**src/rtl/tile_pkg.sv**
```systemverilog
// ---------------------------------------------------------------------------
// tile_pkg
// Shared definitions for the tile matching game.
//   - Tile code layout: row[10:9], col[8:7], colour[6:1], flipped[0]
//   - LFSR feedback mask and reset constant used by lfsr16
//   - Deal controller state encoding
//   - Game mode codes and seven-segment hex encodings used by the display
// ---------------------------------------------------------------------------
package tile_pkg;

  // Tile code width and field positions
  localparam int CODE_W    = 11;
  localparam int ROW_MSB   = 10;
  localparam int ROW_LSB   = 9;
  localparam int COL_MSB   = 8;
  localparam int COL_LSB   = 7;
  localparam int COLOR_MSB = 6;
  localparam int COLOR_LSB = 1;
  localparam int FLIP_BIT  = 0;

  // Galois toggle mask for x^16+x^14+x^13+x^11+1 (right-shifting form)
  localparam logic [15:0] LFSR_POLY  = 16'hB400;
  localparam logic [15:0] LFSR_RESET = 16'hACE1;

  // Deal controller states
  typedef enum logic [1:0] {
    DEAL_IDLE = 2'd0,
    DEAL_FILL = 2'd1,
    DEAL_SHUF = 2'd2,
    DEAL_DONE = 2'd3
  } deal_state_e;

  // Top-level game modes
  typedef enum logic [1:0] {
    MODE_MENU = 2'd0,
    MODE_PLAY = 2'd1,
    MODE_WIN  = 2'd2,
    MODE_LOSE = 2'd3
  } game_mode_e;

  // Active-low seven-segment encodings for hex digits 0..F
  function automatic logic [6:0] hexSeg(input logic [3:0] value);
    logic [6:0] seg;
    case (value)
      4'h0: seg = 7'b1000000;
      4'h1: seg = 7'b1111001;
      4'h2: seg = 7'b0100100;
      4'h3: seg = 7'b0110000;
      4'h4: seg = 7'b0011001;
      4'h5: seg = 7'b0010010;
      4'h6: seg = 7'b0000010;
      4'h7: seg = 7'b1111000;
      4'h8: seg = 7'b0000000;
      4'h9: seg = 7'b0010000;
      4'hA: seg = 7'b0001000;
      4'hB: seg = 7'b0000011;
      4'hC: seg = 7'b1000110;
      4'hD: seg = 7'b0100001;
      4'hE: seg = 7'b0000110;
      default: seg = 7'b0001110;
    endcase
    return seg;
  endfunction

endpackage

```
**src/rtl/tile_deal_ctrl_if.sv**
```systemverilog
// ---------------------------------------------------------------------------
// tile_deal_ctrl_if
// Bundle between the menu/game logic (master) and the deal controller (slave).
//   start       : single-cycle deal request
//   seed_ld     : load seed_i into the LFSR this cycle
//   seed_i      : 16-bit LFSR seed
//   rd_idx      : board read index
//   rd_code     : tile code at rd_idx (combinational, 0 out of range)
//   busy        : deal in progress
//   done        : one-cycle pulse when the board is complete
//   board_valid : board holds a finished deal
// ---------------------------------------------------------------------------
interface tile_deal_ctrl_if #(
  parameter int CODE_W = tile_pkg::CODE_W
);
  logic              start;
  logic              seed_ld;
  logic [15:0]       seed_i;
  logic [3:0]        rd_idx;
  logic [CODE_W-1:0] rd_code;
  logic              busy;
  logic              done;
  logic              board_valid;

  modport master (
    output start, seed_ld, seed_i, rd_idx,
    input  rd_code, busy, done, board_valid
  );

  modport slave (
    input  start, seed_ld, seed_i, rd_idx,
    output rd_code, busy, done, board_valid
  );
endinterface

```
**src/rtl/lfsr16.sv**
```systemverilog
// ---------------------------------------------------------------------------
// lfsr16
// Free-running 16-bit Galois LFSR, x^16+x^14+x^13+x^11+1.
//   CLOCK_50 : clock
//   reset    : async active-high reset, loads LFSR_RESET
//   seed_ld  : load seed_i instead of advancing (zero seed maps to LFSR_RESET)
//   seed_i   : seed value
//   q        : current LFSR state
// ---------------------------------------------------------------------------
module lfsr16
  import tile_pkg::*;
(
  input  logic        CLOCK_50,
  input  logic        reset,
  input  logic        seed_ld,
  input  logic [15:0] seed_i,
  output logic [15:0] q
);

  logic [15:0] r_q;
  logic [15:0] w_next;

  // One Galois step: shift right, fold the mask in when a 1 falls out
  always_comb begin
    w_next = {1'b0, r_q[15:1]};
    if (r_q[0]) begin
      w_next = w_next ^ LFSR_POLY;
    end
  end

  // An all-zero state would lock the LFSR, so a zero seed restarts it instead
  always_ff @(posedge CLOCK_50 or posedge reset) begin
    if (reset) begin
      r_q <= LFSR_RESET;
    end else if (seed_ld) begin
      r_q <= (seed_i == 16'h0000) ? LFSR_RESET : seed_i;
    end else begin
      r_q <= w_next;
    end
  end

  assign q = r_q;

endmodule

```
**src/rtl/tile_deal_ctrl.sv**
```systemverilog
// ---------------------------------------------------------------------------
// tile_deal_ctrl
// Deals a board of N_TILES tile codes: fills colour pairs 1..N_TILES/2, then
// shuffles in place with a Fisher-Yates pass driven by lfsr16.
//   CLOCK_50 : clock
//   reset    : async active-high reset (clears board, returns to IDLE)
//   bus      : tile_deal_ctrl_if slave (start/seed in, board read port and
//              status out)
// N_TILES must be even and at most 16.
// ---------------------------------------------------------------------------
module tile_deal_ctrl #(
  parameter int N_TILES = 10,
  parameter int CODE_W  = tile_pkg::CODE_W
) (
  input  logic             CLOCK_50,
  input  logic             reset,
  tile_deal_ctrl_if.slave  bus
);
  import tile_pkg::*;

  localparam logic [3:0] LAST_IDX = 4'(N_TILES - 1);

  deal_state_e       r_state;
  deal_state_e       w_nextState;
  logic [CODE_W-1:0] r_board [N_TILES];
  logic [3:0]        r_idx;
  logic              r_boardValid;

  logic [15:0]       w_lfsrQ;
  logic [7:0]        w_unusedLfsrHi;
  logic [7:0]        w_rand;
  logic [4:0]        w_span;
  logic [12:0]       w_product;
  logic [4:0]        w_swapIdx;
  logic [5:0]        w_fillColour;
  logic [CODE_W-1:0] w_fillCode;
  logic [CODE_W-1:0] w_slotI;
  logic [CODE_W-1:0] w_slotJ;
  logic [CODE_W-1:0] w_readCode;
  logic              w_startAccept;

  lfsr16 u_lfsr (
    .CLOCK_50 (CLOCK_50),
    .reset    (reset),
    .seed_ld  (bus.seed_ld),
    .seed_i   (bus.seed_i),
    .q        (w_lfsrQ)
  );

  // Only the low byte feeds the shuffle; the upper byte is kept for other users
  assign w_unusedLfsrHi = w_lfsrQ[15:8];
  assign w_rand         = w_lfsrQ[7:0];

  // j = (r * (i+1)) >> 8 scales the random byte into [0, i]
  assign w_span    = {1'b0, r_idx} + 5'd1;
  assign w_product = {5'b0, w_rand} * {8'b0, w_span};
  assign w_swapIdx = w_product[12:8];

  // Slot i (0-based) holds colour (i>>1)+1, so each colour appears twice
  assign w_fillColour = {3'b000, r_idx[3:1]} + 6'd1;

  always_comb begin
    w_fillCode                      = '0;
    w_fillCode[COLOR_MSB:COLOR_LSB] = w_fillColour;
  end

  // Board muxes for the two swap operands and the external read port;
  // an out-of-range rd_idx matches no slot and reads back 0
  always_comb begin
    w_slotI    = '0;
    w_slotJ    = '0;
    w_readCode = '0;
    for (int k = 0; k < N_TILES; k++) begin
      if (4'(k) == r_idx)      w_slotI    = r_board[k];
      if (5'(k) == w_swapIdx)  w_slotJ    = r_board[k];
      if (4'(k) == bus.rd_idx) w_readCode = r_board[k];
    end
  end

  always_ff @(posedge CLOCK_50 or posedge reset) begin
    if (reset) begin
      r_state <= DEAL_IDLE;
    end else begin
      r_state <= w_nextState;
    end
  end

  // start is only honoured in IDLE; FILL and SHUF run to completion
  always_comb begin
    w_nextState   = r_state;
    w_startAccept = 1'b0;
    unique case (r_state)
      DEAL_IDLE: begin
        if (bus.start) begin
          w_nextState   = DEAL_FILL;
          w_startAccept = 1'b1;
        end
      end
      DEAL_FILL: if (r_idx == LAST_IDX) w_nextState = DEAL_SHUF;
      DEAL_SHUF: if (r_idx == 4'd1)     w_nextState = DEAL_DONE;
      DEAL_DONE: w_nextState = DEAL_IDLE;
      default:   w_nextState = DEAL_IDLE;
    endcase
  end

  // Index counter and board_valid. FILL leaves i at the last slot, which is
  // exactly where the shuffle starts. board_valid is set on the final swap so
  // it rises together with done.
  always_ff @(posedge CLOCK_50 or posedge reset) begin
    if (reset) begin
      r_idx        <= 4'd0;
      r_boardValid <= 1'b0;
    end else begin
      case (r_state)
        DEAL_IDLE: begin
          if (w_startAccept) begin
            r_idx        <= 4'd0;
            r_boardValid <= 1'b0;
          end
        end
        DEAL_FILL: begin
          if (r_idx != LAST_IDX) r_idx <= r_idx + 4'd1;
        end
        DEAL_SHUF: begin
          if (r_idx != 4'd1) begin
            r_idx <= r_idx - 4'd1;
          end else begin
            r_boardValid <= 1'b1;
          end
        end
        default: ;
      endcase
    end
  end

  // Board array. The swap writes both slots in one cycle; when i == j the
  // first branch wins and rewrites slot i with its own value.
  always_ff @(posedge CLOCK_50 or posedge reset) begin
    if (reset) begin
      for (int k = 0; k < N_TILES; k++) r_board[k] <= '0;
    end else if (r_state == DEAL_FILL) begin
      for (int k = 0; k < N_TILES; k++) begin
        if (4'(k) == r_idx) r_board[k] <= w_fillCode;
      end
    end else if (r_state == DEAL_SHUF) begin
      for (int k = 0; k < N_TILES; k++) begin
        if (4'(k) == r_idx) begin
          r_board[k] <= w_slotJ;
        end else if (5'(k) == w_swapIdx) begin
          r_board[k] <= w_slotI;
        end
      end
    end
  end

  assign bus.rd_code     = w_readCode;
  assign bus.busy        = (r_state != DEAL_IDLE);
  assign bus.done        = (r_state == DEAL_DONE);
  assign bus.board_valid = r_boardValid;

endmodule

```
**src/flat_wrapper.sv**
```systemverilog
// flat-port wrapper written by rule: the top's interface ports become plain ports
module tile_deal_ctrl_flat import tile_pkg::*;
#(
  parameter int N_TILES = 10,
  parameter int CODE_W  = tile_pkg::CODE_W
)
  (CLOCK_50, reset, bus_start, bus_seed_ld, bus_seed_i, bus_rd_idx, bus_rd_code, bus_busy, bus_done, bus_board_valid);
  tile_deal_ctrl_if #(.CODE_W(CODE_W)) bus_i ();
  input  logic CLOCK_50;
  input  logic reset;
  input wire logic [$bits(bus_i.start)-1:0] bus_start;
  input wire logic [$bits(bus_i.seed_ld)-1:0] bus_seed_ld;
  input wire logic [$bits(bus_i.seed_i)-1:0] bus_seed_i;
  input wire logic [$bits(bus_i.rd_idx)-1:0] bus_rd_idx;
  output wire logic [$bits(bus_i.rd_code)-1:0] bus_rd_code;
  output wire logic [$bits(bus_i.busy)-1:0] bus_busy;
  output wire logic [$bits(bus_i.done)-1:0] bus_done;
  output wire logic [$bits(bus_i.board_valid)-1:0] bus_board_valid;
  assign bus_i.start = bus_start;
  assign bus_i.seed_ld = bus_seed_ld;
  assign bus_i.seed_i = bus_seed_i;
  assign bus_i.rd_idx = bus_rd_idx;
  assign bus_rd_code = bus_i.rd_code;
  assign bus_busy = bus_i.busy;
  assign bus_done = bus_i.done;
  assign bus_board_valid = bus_i.board_valid;
  tile_deal_ctrl #(.N_TILES(N_TILES), .CODE_W(CODE_W)) u_core (.CLOCK_50(CLOCK_50), .reset(reset), .bus(bus_i));
endmodule
```
**config.mk**
```make
export PLATFORM = sky130hd
export DESIGN_NAME = tile_deal_ctrl_flat
export DESIGN_NICKNAME = d
export VERILOG_FILES = /design/src/rtl/tile_pkg.sv /design/src/rtl/tile_deal_ctrl_if.sv /design/src/rtl/lfsr16.sv /design/src/rtl/tile_deal_ctrl.sv /design/src/flat_wrapper.sv
export SDC_FILE = /design/constraint.sdc
export NUM_CORES = 1
export LEC_CHECK = 0
export CORE_ASPECT_RATIO = 1.75
export CORE_MARGIN = 2
export CORE_UTILIZATION = 45
export CTS_BUF_LIST = sky130_fd_sc_hd__clkbuf_8
export DETAILED_ROUTE_END_ITERATION = 7
export GPL_TIMING_DRIVEN = 1
export PLACE_DENSITY = 0.61
export RECOVER_POWER = 50
export SYNTH_ARGS = -nofsm -noshare
export SYNTH_HDL_FRONTEND = slang
export SYNTH_SLANG_ARGS = --single-unit
```
**constraint.sdc**
```tcl
create_clock -name CLOCK_50 -period 15 [get_ports CLOCK_50]
set_input_delay 4.5 -clock CLOCK_50 [delete_from_list [all_inputs] [get_ports CLOCK_50]]
set_output_delay 4.5 -clock CLOCK_50 [all_outputs]
set_load 0.02 [all_outputs]
```
Word level (Yosys, flattened, before mapping). Index checks and enable logic that the tools add are counted.

Register bits after elaboration: 133. Output and inout bits: 14. Word-level logic and storage cells: 181.

$add $sub $neg: 4. Multiply operators: 1. Equal/unequal tests: 55. Muxes and demuxes: 78. Bitwise operators: 1. Reduce and logical (&&, ||, !) cells: 28.

Operator list (number): 11-bit 2-to-1 mux (60); 110-bit 2-to-1 mux (2); 16-bit 2-to-1 mux (3); 3-bit AND reduction (12); 3-bit by 4-bit == test with 1-bit output, first input constant (8); 2-bit != test, second input constant (12); 3-bit by 5-bit == test with 1-bit output, first input constant (4); 2-bit nonzero test (9); 2-bit by 4-bit == test with 1-bit output, first input constant (4); 4-bit == test, first input constant (4); 16-bit logical NOT (1); 8-bit by 5-bit multiplier with 13-bit output (1); 4-bit 2-to-1 mux (3); 3-bit != test, second input constant (4); 4-bit one-hot mux with 3 select lines (1); 2-bit by 5-bit == test with 1-bit output, first input constant (2); 4-bit by 5-bit == test with 1-bit output, first input constant (2); 2-bit by 1-bit != test with 1-bit output, second input constant (5); 1-bit by 4-bit == test with 1-bit output, first input constant (2); 4-bit logical NOT (2); 2-bit one-hot mux with 4 select lines (1); 2-bit 2-to-1 mux (3); 4-bit by 1-bit adder with 5-bit output, second input constant (1); 1-bit by 5-bit == test with 1-bit output, first input constant (1); other kinds (16) (20).

Logic depth before layout (Yosys ltp).
Word-level depth: 16. Depth in mapped cells: 26.

Modules after synthesis. A second synthesis with hierarchy kept.

Cells, all modules: 1280. Area total of the unflattened synthesis: 10669.0 um2.

Modules (own cells, without submodules): tile_deal_ctrl (instances 1, cells each 1236, area an instance 9992.1 um2, sequential area each 2927.8 um2); lfsr16 (instances 1, cells each 44, area an instance 676.9 um2, sequential area each 410.4 um2).

Worst setup path before layout. No wires, ideal clock.

Path kind: input to output. Start point: in bus_rd_idx[3]. End point: out bus_rd_code[10]. Arrival: 6.062 ns. Data required time: 10.500 ns. Setup slack: 4.438 ns. Stages: 6. Path through: clkbuf_1 > nor4_1 > a222oi_1 > a21oi_1 > a21oi_1 > nand2_1.

Longest elaborated chain between the ends: 11. Elaborated cells on any way between the ends: 20. Those cells by class: eq/ne: 9; mux: 10; reduce/logical: 1.

RTL lines: start: declaration (RTL line flat_wrapper.sv:14) `input wire logic [$bits(bus_i.rd_idx)-1:0] bus_rd_idx;`; 4-bit logical NOT (RTL line tile_deal_ctrl.sv:76) `if (4'(k) == bus.rd_idx) w_readCode = r_board[k];`; 11-bit 2-to-1 mux (9 in series) (RTL line tile_deal_ctrl.sv:76); 11-bit 2-to-1 mux (*) (RTL line tile_deal_ctrl.sv:76); end: declaration (RTL line flat_wrapper.sv:15) `output wire logic [$bits(bus_i.rd_code)-1:0] bus_rd_code;`.

Mark *: on every way between the ends. The rest lies on a longest branch, timed or not.

Final worst setup path.
Start point: in bus_rd_idx[0]. End point: out bus_rd_code[1].

Same word-level chain as after synthesis.

==> impl_metrics.json <==
{
  "area_delta_synth_final_pct": 8.523,
  "clockBufferDepth": 2,
  "swShare_pct": 59.68,
  "dr_total_vias": 11650,
  "fin_skew_ns": 0.01903,
  "worstSetupPathType": "input port to output pin",
  "final_cell_mix": "nand2_1, dfrtp_1, a21oi_1",
  "p_int_uw": 1299,
  "die_h_um": 211.2,
  "grt_max_degree": 84,
  "syn-cell-area_um2": 11040,
  "synthFlopType": "dfrtp_1",
  "grt_pass1_vias": 11560,
  "start_util_pct": 45.95,
  "cp-end-kind": "output pin",
  "period_needed_ns": 12.30,
  "gp_congestion": 1.007,
  "cts-resized-gates": 0,
  "wirelength_mm": 48.07,
  "final_common_cell": "nand2_1",
  "syn_nets": 1419,
  "dp_hpwl_mm": 36.16,
  "core_area_um2": 24020,
  "die_w_um": 122.4,
  "drt_first_iter_violations": 1305,
  "syn_inst": 1348,
  "crit_fanout": 24,
  "netlist-cell-type-count": 98,
  "multi_input_area_um2": 7129,
  "power.leakage_uw": 0.004835,
  "hold_class": "flip-flop to flip-flop",
  "pre_cts_slack_ns": 2.795,
  "avgRoutedWirePerCell_um": 29.06,
  "pin_count": 38,
  "final_hold_viol_count": 0,
  "rows": 75,
  "tightest_slew_ns": 3.778,
  "ff_latch_area_um2": 3338,
  "drive_gt1_share_pct": 10.70,
  "peakVddDrop_mv": 0.1413,
  "cts.sinks": 133,
  "grt_first_pass_wirelength_mm": 72.14,
  "dieArea_um2": 25850,
  "relSlewSlack_pct": -153.2,
  "cts_tree": "yes",
  "status": "finished with violations",
  "setup_viol": 0,
  "clk_latency_ns": 0.54,
  "io_buffers": 37,
  "rsz0062_at_grt": "no",
  "antenna_found_initial": 0,
  "grt_usage_pct": 38.26,
  "layout_setup_ws_ns": 2.699,
  "p_switching_uw": 1922,
  "drv_slew": 136,
  "synth-edff-count": 0,
  "layout.nets": 1404,
  "fill_cells": 2385,
  "startpoint_type": "input port",
  "p_clk_share_pct": 10.4,
  "p_comb_share_pct": 68.9,
  "hold_slack_ns": 0.4784,
  "max_freq_mhz": 81.30,
  "tns_ns": 0,
  "drc": 14,
  "ys_ff_latch": 133,
  "timing.final.crit_share_pct": 82.00,
  "grt_overflow_total": 0,
  "cts_buffers": 17,
  "ant_nets": 0,
  "diodes": 0,
  "cts_htree_levels": 4,
  "synth_area_per_cell_um2": 8.189,
  "violations": "DRC, capacitance limit, slew limit",
  "arrival_ns": 7.80,
  "cts_root_buf": "clkbuf_8",
  "first_pass_iters": 8,
  "vias_per_cell": 7.044,
  "yosys_warnings": 0,
  "cp.required_ns": 10.50,
  "seqPwrFrac_pct": 20.6,
  "clkTransAtPathRegs_ns": 0.08,
  "ys_async_sr_fraction_pct": 100.0,
  "post_cts_buffers": 0,
  "seq_area_frac_synth_pct": 30.24,
  "p_per_area_nw_per_um2": 268.8,
  "cts_hold_buffers": 0,
  "drv_cap": 2
}
[through the flow]
stage / util, % / area [um^2] / power, uW / cells
2_1_floorplan: - / 11040 / 2068 / 1348
3_3_place_gp: 48.18 / 11570 / 2778 / 1622
3_5_place_dp: 48.18 / 11570 / 2790 / 1622
4_1_cts: 49.90 / 11990 / 3130 / 1654
5_1_grt: 49.87 / 11980 / 3370 / 1654
6_report: 49.87 / 11980 / 3220 / 1654
[layer usage]
| metal | part of all wire, % | track usage (%) |
|---|---|---|
| met1 | 34 | 41.73 |
| met2 | 49 | 63.64 |
| met3 | 8.3 | 7.019 |
| met4 | 9.0 | 31.11 |
| met5 | 0 | 0 |
[critical path, stage by stage]
cell             delay, ns
clkdlybuf4s50_1       0.91
nor4_1                0.99
buf_4                 0.29
a222oi_1              0.10
a21oi_1               0.19
a21oi_1               0.06
nand2_1               0.13
clkdlybuf4s50_1       0.62
[path summary, 6_finish.rpt]
check / from / slack (ns) / endpoint / cells past startpoint
max: bus_rd_idx[0] / 2.70 / bus_rd_code[1] / 8
min: u_core.u_lfsr.q[8] / 0.48 / u_core.u_lfsr.q[7] / 1
max reg2reg: u_core.r_idx[0] / 6.50 / u_core.r_board[96] / 20
min reg2reg: u_core.u_lfsr.q[8] / 0.48 / u_core.u_lfsr.q[7] / 1
max in group asynchronous: reset / 5.66 / u_core.r_board[60] / 3
min in group asynchronous: reset / 5.49 / u_core.r_board[24] / 2
[power groups by stage]
| stage | clock (uW) | sequential (uW) | combinational (uW) |
|---|---|---|---|
| after floorplan | 0 | 574 | 1490 |
| after global placement | 0 | 661 | 2120 |
| after detailed placement | 0 | 656 | 2130 |
| after CTS | 336 | 652 | 2140 |
| after global routing | 350 | 672 | 2350 |
| final | 336 | 665 | 2220 |
[Yosys cell counts (all sizes together) (15+ instances only)]
| cell type | number | area, um^2 |
|---|---|---|
| nand2 | 208 | 783.3 |
| dfrtp | 125 | 3128 |
| a21oi | 114 | 615.6 |
| nor2 | 101 | 399.1 |
| o21ai | 92 | 475.5 |
| clkbuf | 55 | 206.5 |
| o221ai | 49 | 435.4 |
| buf | 43 | 235.2 |
| nand3 | 39 | 205.2 |
| inv | 38 | 142.6 |
| and2 | 35 | 221.5 |
| ha | 30 | 375.4 |
| o211ai | 30 | 239.0 |
| nor3 | 28 | 166.4 |
| a221oi | 25 | 236.5 |
| nor4 | 25 | 192.7 |
| o22ai | 23 | 143.9 |
| a22oi | 19 | 152.6 |
| mux2 | 18 | 202.7 |
| fa | 17 | 340.3 |
| a221o | 15 | 151.4 |
| nor2b | 15 | 93.84 |
[area by class of cell]
type / count / share of cell area [%]
clock buffers: 17 / 1.953
clock inverters: 15 / 1.504
inverters: 38 / 1.201
multi-input cells: 1079 / 59.51
flip-flops and latches: 133 / 27.86
well taps: 308 / 3.217
repair buffers: 64 / 4.752
[sequential cells by signal, summed over array words and instances, names as in the netlist]
register and flops:
u_core.r_idx 4, u_core.r_state 2, u_core.bus.board_valid 1, u_core.u_lfsr.q 16, u_core.r_board 110
[cells by family after synthesis]
logic type               after synthesis  synth area share, %
adder cells (fa/ha/maj)               47                6.483
AO/OA/AOI/OAI                        491                32.26
flip-flops                           133                30.24
XOR/XNOR                              10               0.7933
buffers and inverters                136                5.293
AND/OR/NAND/NOR                      503                22.08
multiplexers                          28                2.856
No activity file was read; power rests on OpenSTA's default activity.
